**src/rtl/qei_encoder_emulator_if.sv**
```systemverilog
// Command/status bundle for the quadrature encoder emulator.
// The bench (or host logic) drives the master side; the emulator is the slave.
interface qei_encoder_emulator_if #(
  parameter int VEL_W = 32,
  parameter int POS_W = 32
);
  logic                    en;
  logic signed [VEL_W-1:0] vel;
  logic                    pos_load;
  logic [POS_W-1:0]        pos_load_val;
  logic                    ovr_clr;
  logic                    enc_a;
  logic                    enc_b;
  logic                    enc_z;
  logic signed [POS_W-1:0] pos;
  logic                    step_strobe;
  logic                    overrun;

  modport master (
    output en, vel, pos_load, pos_load_val, ovr_clr,
    input  enc_a, enc_b, enc_z, pos, step_strobe, overrun
  );

  modport slave (
    input  en, vel, pos_load, pos_load_val, ovr_clr,
    output enc_a, enc_b, enc_z, pos, step_strobe, overrun
  );
endinterface

```
**src/rtl/qei_encoder_emulator.sv**
```systemverilog
// Quadrature encoder transmitter: turns a signed velocity command into A/B/Z
// edges through a fractional NCO, a minimum-edge-gap limiter with a one-deep
// pending buffer, and a wrapping position counter.
// The bus interface instance must be built with the same VEL_W/POS_W.
module qei_encoder_emulator #(
  parameter int ACC_W   = 32,
  parameter int VEL_W   = 32,
  parameter int POS_W   = 32,
  parameter int CPR     = 2048,
  parameter int MIN_GAP = 2
) (
  input  logic                   clk,
  input  logic                   reset,
  qei_encoder_emulator_if.slave  bus
);

  localparam int IDX_W = (CPR > 1) ? $clog2(CPR) : 1;
  localparam int GAP_W = (MIN_GAP > 1) ? $clog2(MIN_GAP) : 1;
  localparam logic [IDX_W-1:0] IDX_LAST   = IDX_W'(CPR - 1);
  localparam logic [GAP_W-1:0] GAP_RELOAD = GAP_W'(MIN_GAP - 1);
  localparam logic [VEL_W-1:0] VEL_MIN    = {1'b1, {(VEL_W-1){1'b0}}};
  localparam logic [VEL_W-1:0] VEL_MAX    = {1'b0, {(VEL_W-1){1'b1}}};

  // State registers
  logic [ACC_W-1:0] acc_q, acc_d;
  logic [1:0]       ph_q, ph_d;
  logic [IDX_W-1:0] idx_q, idx_d;
  logic [GAP_W-1:0] gap_q, gap_d;
  logic             pend_q, pend_d;
  logic             pend_dir_q, pend_dir_d;   // 1 = forward
  logic [POS_W-1:0] pos_q, pos_d;
  logic             enc_a_q, enc_a_d;
  logic             enc_b_q, enc_b_d;
  logic             enc_z_q, enc_z_d;
  logic             strobe_q, strobe_d;
  logic             ovr_q, ovr_d;

  // Combinational helpers
  logic [VEL_W-1:0] vel_mag_s;
  logic [ACC_W:0]   mag_ext_s;
  logic [ACC_W:0]   sum_s;
  logic             req_s;
  logic             req_dir_s;
  logic             issue_s;
  logic             issue_dir_s;
  logic             ovr_evt_s;

  // Magnitude of the velocity command; the most negative value saturates
  always_comb begin
    vel_mag_s = bus.vel;
    if (bus.vel[VEL_W-1]) begin
      if (bus.vel == VEL_MIN) begin
        vel_mag_s = VEL_MAX;
      end else begin
        vel_mag_s = -bus.vel;
      end
    end else begin
      vel_mag_s = bus.vel;
    end
  end

  // Next-state logic: NCO, limiter/pending buffer, phase/index/position, outputs
  always_comb begin
    mag_ext_s              = '0;
    mag_ext_s[VEL_W-1:0]   = vel_mag_s;
    sum_s                  = {1'b0, acc_q} + mag_ext_s;
    req_dir_s              = ~bus.vel[VEL_W-1];
    acc_d       = acc_q;
    ph_d        = ph_q;
    idx_d       = idx_q;
    gap_d       = gap_q;
    pend_d      = pend_q;
    pend_dir_d  = pend_dir_q;
    pos_d       = pos_q;
    ovr_d       = ovr_q;
    req_s       = 1'b0;
    issue_s     = 1'b0;
    issue_dir_s = 1'b1;
    ovr_evt_s   = 1'b0;

    // NCO: a carry out of the accumulator is a step request
    if (bus.en) begin
      acc_d = sum_s[ACC_W-1:0];
      req_s = sum_s[ACC_W];
    end else begin
      acc_d = '0;
      req_s = 1'b0;
    end

    // Limiter and pending buffer; a buffered step is served before a fresh one
    if (!bus.en) begin
      pend_d = 1'b0;
    end else if ((req_s || pend_q) && (gap_q == '0)) begin
      issue_s     = 1'b1;
      issue_dir_s = pend_q ? pend_dir_q : req_dir_s;
      pend_d      = pend_q & req_s;
      pend_dir_d  = req_dir_s;
    end else if (req_s) begin
      if (pend_q) begin
        ovr_evt_s = 1'b1;
      end else begin
        pend_d     = 1'b1;
        pend_dir_d = req_dir_s;
      end
    end else begin
      pend_d = pend_q;
    end

    // Edge-gap counter keeps running even while disabled
    if (issue_s) begin
      gap_d = GAP_RELOAD;
    end else if (gap_q != '0) begin
      gap_d = gap_q - 1'b1;
    end else begin
      gap_d = gap_q;
    end

    // Quadrature phase and index position within the revolution
    if (issue_s) begin
      if (issue_dir_s) begin
        ph_d  = ph_q + 2'd1;
        idx_d = (idx_q == IDX_LAST) ? '0 : idx_q + 1'b1;
      end else begin
        ph_d  = ph_q - 2'd1;
        idx_d = (idx_q == '0) ? IDX_LAST : idx_q - 1'b1;
      end
    end else begin
      ph_d  = ph_q;
      idx_d = idx_q;
    end

    // Position counter: a preset overrides the step for pos only
    if (bus.pos_load) begin
      pos_d = bus.pos_load_val;
    end else if (issue_s) begin
      pos_d = issue_dir_s ? pos_q + 1'b1 : pos_q - 1'b1;
    end else begin
      pos_d = pos_q;
    end

    // Sticky overrun: a new loss beats a clear on the same clock
    if (ovr_evt_s) begin
      ovr_d = 1'b1;
    end else if (bus.ovr_clr) begin
      ovr_d = 1'b0;
    end else begin
      ovr_d = ovr_q;
    end

    // Gray-coded A/B from the phase, index pulse from idx
    enc_a_d  = ph_d[1] ^ ph_d[0];
    enc_b_d  = ph_d[1];
    enc_z_d  = (idx_d == '0);
    strobe_d = issue_s;
  end

  // State update with synchronous reset
  always_ff @(posedge clk) begin
    if (reset) begin
      acc_q      <= '0;
      ph_q       <= 2'd0;
      idx_q      <= '0;
      gap_q      <= '0;
      pend_q     <= 1'b0;
      pend_dir_q <= 1'b0;
      pos_q      <= '0;
      enc_a_q    <= 1'b0;
      enc_b_q    <= 1'b0;
      enc_z_q    <= 1'b1;
      strobe_q   <= 1'b0;
      ovr_q      <= 1'b0;
    end else begin
      acc_q      <= acc_d;
      ph_q       <= ph_d;
      idx_q      <= idx_d;
      gap_q      <= gap_d;
      pend_q     <= pend_d;
      pend_dir_q <= pend_dir_d;
      pos_q      <= pos_d;
      enc_a_q    <= enc_a_d;
      enc_b_q    <= enc_b_d;
      enc_z_q    <= enc_z_d;
      strobe_q   <= strobe_d;
      ovr_q      <= ovr_d;
    end
  end

  assign bus.enc_a       = enc_a_q;
  assign bus.enc_b       = enc_b_q;
  assign bus.enc_z       = enc_z_q;
  assign bus.pos         = pos_q;
  assign bus.step_strobe = strobe_q;
  assign bus.overrun     = ovr_q;

endmodule
```
**src/flat_wrapper.sv**
```systemverilog
// flat-port wrapper written by rule: the top's interface ports become plain ports
module qei_encoder_emulator_flat 
#(
  parameter int ACC_W   = 32,
  parameter int VEL_W   = 32,
  parameter int POS_W   = 32,
  parameter int CPR     = 2048,
  parameter int MIN_GAP = 2
)
  (clk, reset, bus_en, bus_vel, bus_pos_load, bus_pos_load_val, bus_ovr_clr, bus_enc_a, bus_enc_b, bus_enc_z, bus_pos, bus_step_strobe, bus_overrun);
  qei_encoder_emulator_if #(.VEL_W(VEL_W), .POS_W(POS_W)) bus_i ();
  input  logic clk;
  input  logic reset;
  input wire logic [$bits(bus_i.en)-1:0] bus_en;
  input wire logic [$bits(bus_i.vel)-1:0] bus_vel;
  input wire logic [$bits(bus_i.pos_load)-1:0] bus_pos_load;
  input wire logic [$bits(bus_i.pos_load_val)-1:0] bus_pos_load_val;
  input wire logic [$bits(bus_i.ovr_clr)-1:0] bus_ovr_clr;
  output wire logic [$bits(bus_i.enc_a)-1:0] bus_enc_a;
  output wire logic [$bits(bus_i.enc_b)-1:0] bus_enc_b;
  output wire logic [$bits(bus_i.enc_z)-1:0] bus_enc_z;
  output wire logic [$bits(bus_i.pos)-1:0] bus_pos;
  output wire logic [$bits(bus_i.step_strobe)-1:0] bus_step_strobe;
  output wire logic [$bits(bus_i.overrun)-1:0] bus_overrun;
  assign bus_i.en = bus_en;
  assign bus_i.vel = bus_vel;
  assign bus_i.pos_load = bus_pos_load;
  assign bus_i.pos_load_val = bus_pos_load_val;
  assign bus_i.ovr_clr = bus_ovr_clr;
  assign bus_enc_a = bus_i.enc_a;
  assign bus_enc_b = bus_i.enc_b;
  assign bus_enc_z = bus_i.enc_z;
  assign bus_pos = bus_i.pos;
  assign bus_step_strobe = bus_i.step_strobe;
  assign bus_overrun = bus_i.overrun;
  qei_encoder_emulator #(.ACC_W(ACC_W), .VEL_W(VEL_W), .POS_W(POS_W), .CPR(CPR), .MIN_GAP(MIN_GAP)) u_core (.clk(clk), .reset(reset), .bus(bus_i));
endmodule
```
**config.mk**
```make
export PLATFORM = sky130hd
export DESIGN_NAME = qei_encoder_emulator_flat
export DESIGN_NICKNAME = d
export VERILOG_FILES = /design/src/rtl/qei_encoder_emulator_if.sv /design/src/rtl/qei_encoder_emulator.sv /design/src/flat_wrapper.sv
export SDC_FILE = /design/constraint.sdc
export NUM_CORES = 1
export LEC_CHECK = 0
export ABC_AREA = 1
export BUFFER_PORTS_ARGS = -buffer_cell sky130_fd_sc_hd__buf_4
export CORE_UTILIZATION = 60
export CTS_CLUSTER_SIZE = 8
export DETAILED_ROUTE_END_ITERATION = 6
export GPL_TIMING_DRIVEN = 0
export PLACE_DENSITY = 0.78
export SKIP_CTS_REPAIR_TIMING = 1
export SYNTH_ARGS = -nofsm -noshare
export SYNTH_HDL_FRONTEND = slang
export SYNTH_SLANG_ARGS = --single-unit
```
**constraint.sdc**
```tcl
create_clock -name clk -period 6.8 [get_ports clk]
set_input_delay 1.36 -clock clk [delete_from_list [all_inputs] [get_ports clk]]
set_output_delay 1.36 -clock clk [all_outputs]
set_load 0.1 [all_outputs]
```
## After elaboration in Yosys (flattened, before gate mapping)

Index checks and enable logic that the tools add are counted.

- Reduce and logical (&&, ||, !) cells: 9
- Equality and inequality tests: 2
- Multiplexer cells: 29
- Bitwise gates (word level): 5
- $add $sub $neg: 9

Operators with widths:

| operator | count |
|---|---|
| $mux W32 | 5 |
| $mux W11 | 4 |
| $add A32 B32 Y33 | 1 |
| $add A32 B1 Y32 const B | 1 |
| $eq A32 B32 Y1 const B | 1 |
| $neg A32 Y32 | 1 |
| $sub A32 B1 Y32 const B | 1 |
| $logic_not A11 Y1 | 2 |
| $mux W1 | 18 |
| $add A11 B1 Y11 const B | 1 |
| $eq A11 B11 Y1 const B | 1 |
| $sub A11 B1 Y11 const B | 1 |
| $reduce_bool A2 Y1 | 3 |
| $mux W2 | 2 |
| $not A1 Y1 | 3 |
| $add A2 B1 Y2 const B | 1 |
| $reduce_and A2 Y1 | 1 |
| $reduce_or A2 Y1 | 1 |
| $sub A2 B1 Y2 const B | 1 |
| $and A1 B1 Y1 | 1 |
| $logic_and A1 B1 Y1 | 1 |
| $logic_or A1 B1 Y1 | 1 |
| $sub A1 B1 Y1 const B | 1 |
| $xor A1 B1 Y1 | 1 |

- Word-level logic and storage cells: 66
- Input port bits: 69
- Output and inout port bits: 37
- Register bits: 85

## Longest topological paths before layout

Gate-level depths: netlist of the first run.

- Word-level depth: 12
- Gate-level depth with buffers: 43
- Mapped depth without buffers: 43

## Worst setup path after synthesis of the first run

No wires, ideal clock.

- Path kind: input to register
- Start point: input bus_vel[0]
- End point: register u_core.pos_q[18], in the netlist u_core.bus.pos[18]
- Arrival time: 6.213 ns
- Data required time: 6.668 ns
- Buffers on the path: 1
- Stages on the path: 37
- Setup slack: 0.455 ns
- Library setup time: 0.132 ns
- Cells stage by stage: inv_1 -> ha_1 -> nand2_1 -> nor2_1 -> nand4_1 -> nor4_2 -> nand4_1 -> nor3_4 -> inv_1 -> buf_2 -> nand3_1 -> ha_1 -> nand2_1 -> nor2_1 -> and3_1 -> nand2_1 -> nand2_2 -> nand2_1 -> nand2_1 -> nand2_2 -> nand2_4 -> nand3_4 -> inv_1 -> nand2_1 -> inv_1 -> ha_1 -> a21oi_1 -> nand2_1 -> a21oi_1 -> inv_1 -> nand2_1 -> nand2_1 -> inv_1 -> o21ai_0 -> xor2_1 -> a22oi_1 -> a21oi_1

- Word-level cells in the longest chain between the ends: 12
- Elaborated cells between the ends (all ways): 16
- Classes of those cells: add/sub: 2; eq/ne: 1; mux: 10; reduce/logical: 3

Ends and longest elaborated chain:

| element | line | text |
|---|---|---|
| from (decl) | flat_wrapper.sv:15 | `input wire logic [$bits(bus_i.vel)-1:0] bus_vel;` |
| $neg A32 Y32 or $eq A32 B32 Y1 (tied branches) | qei_encoder_emulator.sv:55, qei_encoder_emulator.sv:52 |  |
| $mux W32 | qei_encoder_emulator.sv:52 | `if (bus.vel == VEL_MIN) begin` |
| $mux W32 (*) | qei_encoder_emulator.sv:51 | `if (bus.vel[VEL_W-1]) begin` |
| $add A32 B32 Y33 (*) | qei_encoder_emulator.sv:66 | `sum_s = {1'b0, acc_q} + mag_ext_s;` |
| $mux W1 (*) | qei_encoder_emulator.sv:82 | `if (bus.en) begin` |
| $logic_or A1 B1 Y1 (*) | qei_encoder_emulator.sv:93 | `end else if ((req_s \|\| pend_q) && (gap_q == '0)) begin` |
| $logic_and A1 B1 Y1 (*) | qei_encoder_emulator.sv:93 |  |
| $mux W1 | qei_encoder_emulator.sv:93 |  |
| $mux W1 | qei_encoder_emulator.sv:91 | `if (!bus.en) begin` |
| $mux W32 | qei_encoder_emulator.sv:136 | `pos_d = issue_dir_s ? pos_q + 1'b1 : pos_q - 1'b1;` |
| $mux W32 | qei_encoder_emulator.sv:135 | `end else if (issue_s) begin` |
| $mux W32 | qei_encoder_emulator.sv:133 | `if (bus.pos_load) begin` |
| to (signal assigned) | qei_encoder_emulator.sv:179 | `pos_q <= pos_d;` |
| to (decl) | qei_encoder_emulator.sv:31 | `logic [POS_W-1:0] pos_q, pos_d;` |

Mark *: on every way between the ends. The rest lies on a longest branch, timed or not. The select of a mux whose other input is x is not followed.
A chain may end at the register's enable or synchronous reset.

## Worst setup path in the final report of the first run

- Start point: input bus_vel[1]
- End point: register u_core.pos_q[26], in the netlist u_core.bus.pos[26]

The elaborated chain is that of the path after synthesis.

==> impl_metrics.yaml, run 1 <==
critical_path:
  cp_slowest_cell: "nor3_4"
  r2r_slack_ns: 2.74
  r2r_end: "u_core.bus.pos[26]"
  cp_slowest_stage_delay_ns: 0.40
  rr_startpoint: "u_core.acc_q[0]"
  cp_num_buf_inv: 8
  cp.required_ns: 7.02
  cp_top_family: "simple AND/OR/NAND/NOR gates"
  crit_top_cell: "nand2_1"
  crit_type: "in -> reg"
  crit_fanout: 10
  cp-end-kind: "flip-flop"
  r2r_cells: 29
  critPathArrivalTime_ns: 6.82
  start_kind: "input pin"
pwr:
  powerDensity_nw_per_um2: 147
  p_total_mw: 1.53
  netSwitchingPower_mw: 0.558
  ir_drop_uv: 158
  p_seq_share_pct: 34.9
  power_switching_share_pct: 36.4
  p_leak_nw: 5.04
  p_int_mw: 0.974
  p_clk_share_pct: 34.5
  power_frac_comb_pct: 30.6
synthesis:
  synth.largest_area_cell: "dfxtp_1"
  netlist_area_um2: 8150
  yosysWarnings: 0
  synth.area.top_cells: "dfxtp_1 20%, nand2_1 16%, ha_1 10%"
  syn_nets: 1485
  synthCells: 1347
  ys_seq_area_share_pct: 20.4
  syn_area_per_cell_um2: 6.05
  synth_top_area_share_pct: 20.4
  synth_cell_type_count: 50
  ys_seq_elements: 83
cts:
  cts_root_buffer: "clkbuf_16"
  ctsLongestPathBuffers: 2
  clk_latency_ns: 0.35
  cts_tree: "yes"
  h-tree-depth: 3
  cts_buffers: 9
  numClockSinks: 83
  clk_pin_slew_ns: 0.07
hold_path:
  whs_endpoint: "u_core.bus.overrun"
  holdPathStages: 2
  hp-class: "reg -> reg"
  hold_start: "u_core.bus.overrun"
routing:
  route.detailed.drc: 0
  wl_per_cell_um: 15.4
  antenna_left: 0
  routed_wl_mm: 25.7
  via_per_inst: 5.87
  first_iter_violations: 895
  first_pass_iters: 7
  vias: 9777
sta:
  setup_ws_ns: 0.197
  skew_ns: 0.0103
  holdWs_ns: 0.465
  worstMarginPinSlew_ns: 0.728
  setup_viol: 0
  post-route-period-util_pct: 97.1
  hold_violations: 0
  timing.fmax_ghz: 0.151
  fin_crit_ns: 6.60
  slew-limit-headroom_pct: 51.4
  fin_setup_tns_ns: 0
  maxSlewViolCount: 0
grt:
  grt_pass1_wl_mm: 38.5
  gr-usage-all-layers_pct: 33.4
  overflow: 0
  grt_pass1_vias: 8372
  grt_max_degree: 32
  antenna_found_initial: 0
cells_and_area:
  final_common_cell: "nand2_1"
  syn2layout_area_growth_pct: 27.5
  n_antenna_cell: 0
  multi_input_area_um2: 6390
  fillers: 1056
  final_nets: 1624
  stdcell_area_um2: 10400
  drive_gt1_share_pct: 21.2
  final_cell_mix: "328 x nand2_1, 157 x inv_1, 140 x nor2_1"
  stdcell_count: 1667
  seq_area_um2: 1660
  post-route-util_pct: 78.5
flow_run:
  drv_cap: 0
floorplan:
  rows: 42
  fp.dieW_um: 119
  die_area_um2: 14000
  fp.dieH_um: 119
  ioPinCount: 106
  core_area_um2: 13200
  initial_core_util_pct: 61.5
run_status:
  status: "complete, no violations"
place:
  place_ws_ns: -1.32
  io_buffers: 103
  place_area_um2: 9140
  place.gp.congestion: 0.958
  dp_hpwl_mm: 18.4
  dp_cells: 1626
## power by group through the flow
stage	Combinational [mW]	Clock, mW	Sequential (mW)
global placement	0.411	0	0.539
floorplan	0.227	0	0.611
detailed placement	0.417	0	0.540
global route	0.510	0.550	0.537
CTS	0.420	0.526	0.529
finish	0.468	0.529	0.535
## cells by family (layout without fill, tap and decap cells)
group           count (synthesis)  count (layout)  synth area share [%]
compound gates                283             283                  19.5
xor+xnor                       27              27                  2.90
fa+ha+maj                      69              69                  10.8
buf+inv                       196             340                  9.54
flops                          83              83                  20.4
simple gates                  689             689                  36.9
## synth_stat cells (all sizes together)
cell and n:
nor4 4, xor2 23, o22ai 1, dfxtp 83
o221ai 3, a21o 9, or3 1, a31oi 36
a21oi 122, o2111ai 3, o21a 6, nand3 86
o41ai 1, or2 26, inv 166, a22oi 2
nand3b 7, o21bai 7, nor3 21, nor3b 1
a31o 1, nor2 152, buf 13, and3 1
o31ai 2, o21ai 77, a21boi 6, fa 2
o211ai 6, o311ai 1, clkbuf 17, nand4 29
nand2 361, ha 67, xnor2 4
## worst reg2reg max path: cells and delay by family (launching register included)
family | cells | cell delay, ns
adder cells (fa/ha/maj) | 3 | 0.73
buffers and inverters | 5 | 0.61
AND/OR/NAND/NOR | 17 | 1.67
AO/OA/AOI/OAI | 4 | 0.63
flip-flops | 1 | 0.31
## layout make-up
| type | instances | area share, % |
|---|---|---|
| Multi-Input combinational cell | 1068 | 61.5 |
| Sequential cell | 83 | 16.0 |
| Timing Repair Buffer | 127 | 9.62 |
| Inverter | 166 | 6.08 |
| Clock buffer | 10 | 2.30 |
| Tap cell | 176 | 2.12 |
| Buffer | 30 | 1.60 |
| Clock inverter | 6 | 0.686 |
| Timing Repair inverter | 1 | 0.0723 |
## sequential cells by signal, summed over array words and instances (netlist names)
register                count
u_core.acc_q               32
u_core.bus.pos             32
u_core.idx_q               11
u_core.bus.enc_a            1
u_core.bus.enc_b            1
u_core.bus.enc_z            1
u_core.bus.overrun          1
u_core.bus.step_strobe      1
u_core.pend_dir_q           1
u_core.pend_q               1
u_core.ph_q                 1
## metal layers
metal  vias up  part of all wire (%)  global-route usage [%]
met3        76                   8.4                    4.54
li1       4794                     -                       -
met2       480                    46                    53.0
met4         0                   2.8                    12.1
met1      4427                    43                    46.1
met5         -                     0                       0
## worst max-delay path by stage
stage                           from                 end  slack [ns]  depth (start not counted)
after floorplan           bus_vel[0]  u_core.bus.pos[18]        0.45                         37
after global placement    bus_vel[0]  u_core.bus.pos[18]       -1.28                         39
after detailed placement  bus_vel[0]  u_core.bus.pos[18]       -1.32                         39
after CTS                 bus_vel[0]  u_core.bus.pos[18]       -0.96                         39
after global routing      bus_vel[0]  u_core.bus.pos[24]       -0.21                         38
final                     bus_vel[1]  u_core.bus.pos[26]        0.20                         38
Power figures use the tool's default switching activity.
==> run 2: changes to the inputs <==
- ABC_AREA: 1 -> unset
- CORE_UTILIZATION: 60 -> 59
==> run 2 against run 1 <==
Against the previous run: final cell count fell by 22%; clock power is 0.9% lower; largest cell class unchanged; the run now ends with setup timing left; critical path depth is 4 lower; global-route usage fell by 0.90 points; highest routed layer unchanged; register-to-register slack worse by 0.88 ns; power is 14% higher; clock skew shrank 0.0033 ns; combinational power increased by 43%.
==> impl_metrics.yaml, run 2 <==
run_status:
  status: "finished with violations"
  failed_checks: "setup timing"
hold_path:
  hp-class: "reg -> reg"
  holdPathStages: 2
cts:
  cts_buffers: 9
  ctsLongestPathBuffers: 2
  cts_tree: "yes"
  clk_latency_ns: 0.35
  numClockSinks: 83
  h-tree-depth: 3
  cts_root_buffer: "clkbuf_16"
  clk_pin_slew_ns: 0.06
synthesis:
  yosysWarnings: 0
  netlist_area_um2: 7440
  synth_commonest_cells: "102 x nand2_1, 91 x nor2_1, 83 x a21oi_1, 83 x dfxtp_1, 67 x ha_1"
  ys_seq_area_share_pct: 22.3
  synth_edf_count: 0
  syn_area_per_cell_um2: 7.74
  synth_top_area_share_pct: 22.3
  ys_seq_elements: 83
  synth.largest_area_cell: "dfxtp_1"
  synth_cell_type_count: 71
  yosys.cell_count.top_type: "nand2_1"
  synthArstFlopShare_pct: 0
  syn_nets: 1100
  synth.area.top_cells: "dfxtp_1 22%, ha_1 11%, a21oi_1 5.6%"
  synthCells: 962
  synth_ff_type: "dfxtp_1"
cells_and_area:
  final_nets: 1268
  drive_gt1_share_pct: 26.5
  final_cell_mix: "151 x buf_4, 97 x nand2_1, 83 x nor2_1, 83 x dfxtp_1, 70 x a21oi_1"
  stdcell_area_um2: 9980
  post-route-util_pct: 82.1
  n_antenna_cell: 0
  syn2layout_area_growth_pct: 34.1
  final_common_cell: "buf_4"
pwr:
  p_int_mw: 1.10
  power_switching_share_pct: 36.9
  p_seq_share_pct: 31.7
  powerDensity_nw_per_um2: 175
  p_total_mw: 1.74
  p_clk_share_pct: 30.0
  p_leak_nw: 4.45
  power_frac_comb_pct: 38.2
  ir_drop_uv: 128
  netSwitchingPower_mw: 0.644
sta:
  setup_ws_ns: -0.584
  slew-limit-headroom_pct: 46.1
  hold_violations: 0
  post-route-period-util_pct: 109
  timing.fmax_ghz: 0.135
  skew_ns: 0.00691
  maxSlewViolCount: 0
  worstMarginPinSlew_ns: 0.787
  rsz0062_at_grt: "true"
  fin_crit_ns: 7.38
  setup_viol: 23
routing:
  vias: 8266
  via_per_inst: 6.35
  routed_wl_mm: 24.6
  first_iter_violations: 703
  wl_per_cell_um: 18.9
  first_pass_iters: 6
  route.detailed.drc: 0
  antenna_left: 0
floorplan:
  ioPinCount: 106
  initial_core_util_pct: 61.2
  core_area_um2: 12200
  rows: 40
  fp.dieW_um: 114
  die_area_um2: 13100
  fp.dieH_um: 114
critical_path:
  crit_type: "in -> reg"
  cp_top_family: "compound AO/OA/AOI/OAI gates"
  cp.required_ns: 7.03
  crit_fanout: 8
  crit_cells: 34
  cp-end-kind: "flip-flop"
  r2r_cells: 18
  critPathArrivalTime_ns: 7.62
  start_kind: "input pin"
  cp_num_buf_inv: 9
  cp_slowest_stage_delay_ns: 0.43
  cp_slowest_cell: "or3_1"
grt:
  grt_max_degree: 32
  antenna_found_initial: 0
  grt_pass1_wl_mm: 33.6
  grt_pass1_vias: 6971
  overflow: 0
  gr-usage-all-layers_pct: 32.5
place:
  io_buffers: 104
  place_area_um2: 8560
  place.gp.congestion: 0.956
  dp_hpwl_mm: 15.8
flow_run:
  drv_cap: 0
-- run 2: worst reg2reg max path: cells and delay by family (launching register included) --
| family | cells | cell delay (ns) |
|---|---|---|
| buf+inv | 6 | 1.75 |
| compound gates | 8 | 1.60 |
| flops | 1 | 0.34 |
| fa+ha+maj | 1 | 0.16 |
| mux | 1 | 0.74 |
| simple gates | 2 | 0.24 |
-- run 2: cell type report --
class | count | area, um2
Tap cell | 168 | 210
Sequential cell | 83 | 1660
Clock buffer | 11 | 233
Buffer | 39 | 205
Clock inverter | 3 | 65.1
Timing Repair Buffer | 158 | 1280
Inverter | 33 | 124
Fill cell | 790 | 2180
Multi-Input combinational cell | 806 | 6200
-- run 2: metal layers --
metal | wire, um | vias to the layer above | track usage (%)
li1 | - | 3875 | -
met1 | 9960 | 3863 | 42.5
met2 | 11700 | 435 | 53.3
met3 | 2040 | 93 | 6.09
met4 | 920 | 0 | 12.1
met5 | 0 | - | 0
-- run 2: kinds of logic (layout without fill, tap and decap cells) --
family                   Yosys count  after routing  share of synthesized area, %
adder cells (fa/ha/maj)           69             69                          11.8
XOR/XNOR                          82             82                          9.65
multiplexers                      11             11                          1.48
AND/OR/NAND/NOR                  323            324                          21.2
AO/OA/AOI/OAI                    320            320                          29.5
buffers and inverters             74            244                          4.12
flip-flops                        83             83                          22.3
-- run 2: path summary, 6_finish.rpt --
check / startpoint / to / slack (ns)
min reg2reg: u_core.bus.overrun / u_core.bus.overrun / 0.50
max: bus_vel[13] / u_core.bus.pos[31] / -0.58
min: u_core.bus.overrun / u_core.bus.overrun / 0.50
max reg2reg: u_core.pend_q / u_core.bus.pos[31] / 1.86
-- run 2: metrics by stage --
step,std cells,worst slack [ns],hold WS [ns],setup TNS (ns)
floorplan,962,-0.600,0.494,-9.10
finish,1301,-0.584,0.501,-6.84
global placement,1234,-1.83,0.467,-43.65
detailed placement,1234,-1.87,0.485,-44.22
CTS,1248,-1.58,0.504,-35.29
global route,1301,-0.763,0.548,-12.18
-- run 2: power groups by stage --
stage / Sequential [mW] / Combinational (mW) / Clock (mW)
after global routing: 0.557 / 0.716 / 0.550
after floorplan: 0.654 / 0.351 / 0
after CTS: 0.548 / 0.598 / 0.525
after detailed placement: 0.559 / 0.592 / 0
after global placement: 0.558 / 0.588 / 0
final: 0.554 / 0.667 / 0.524
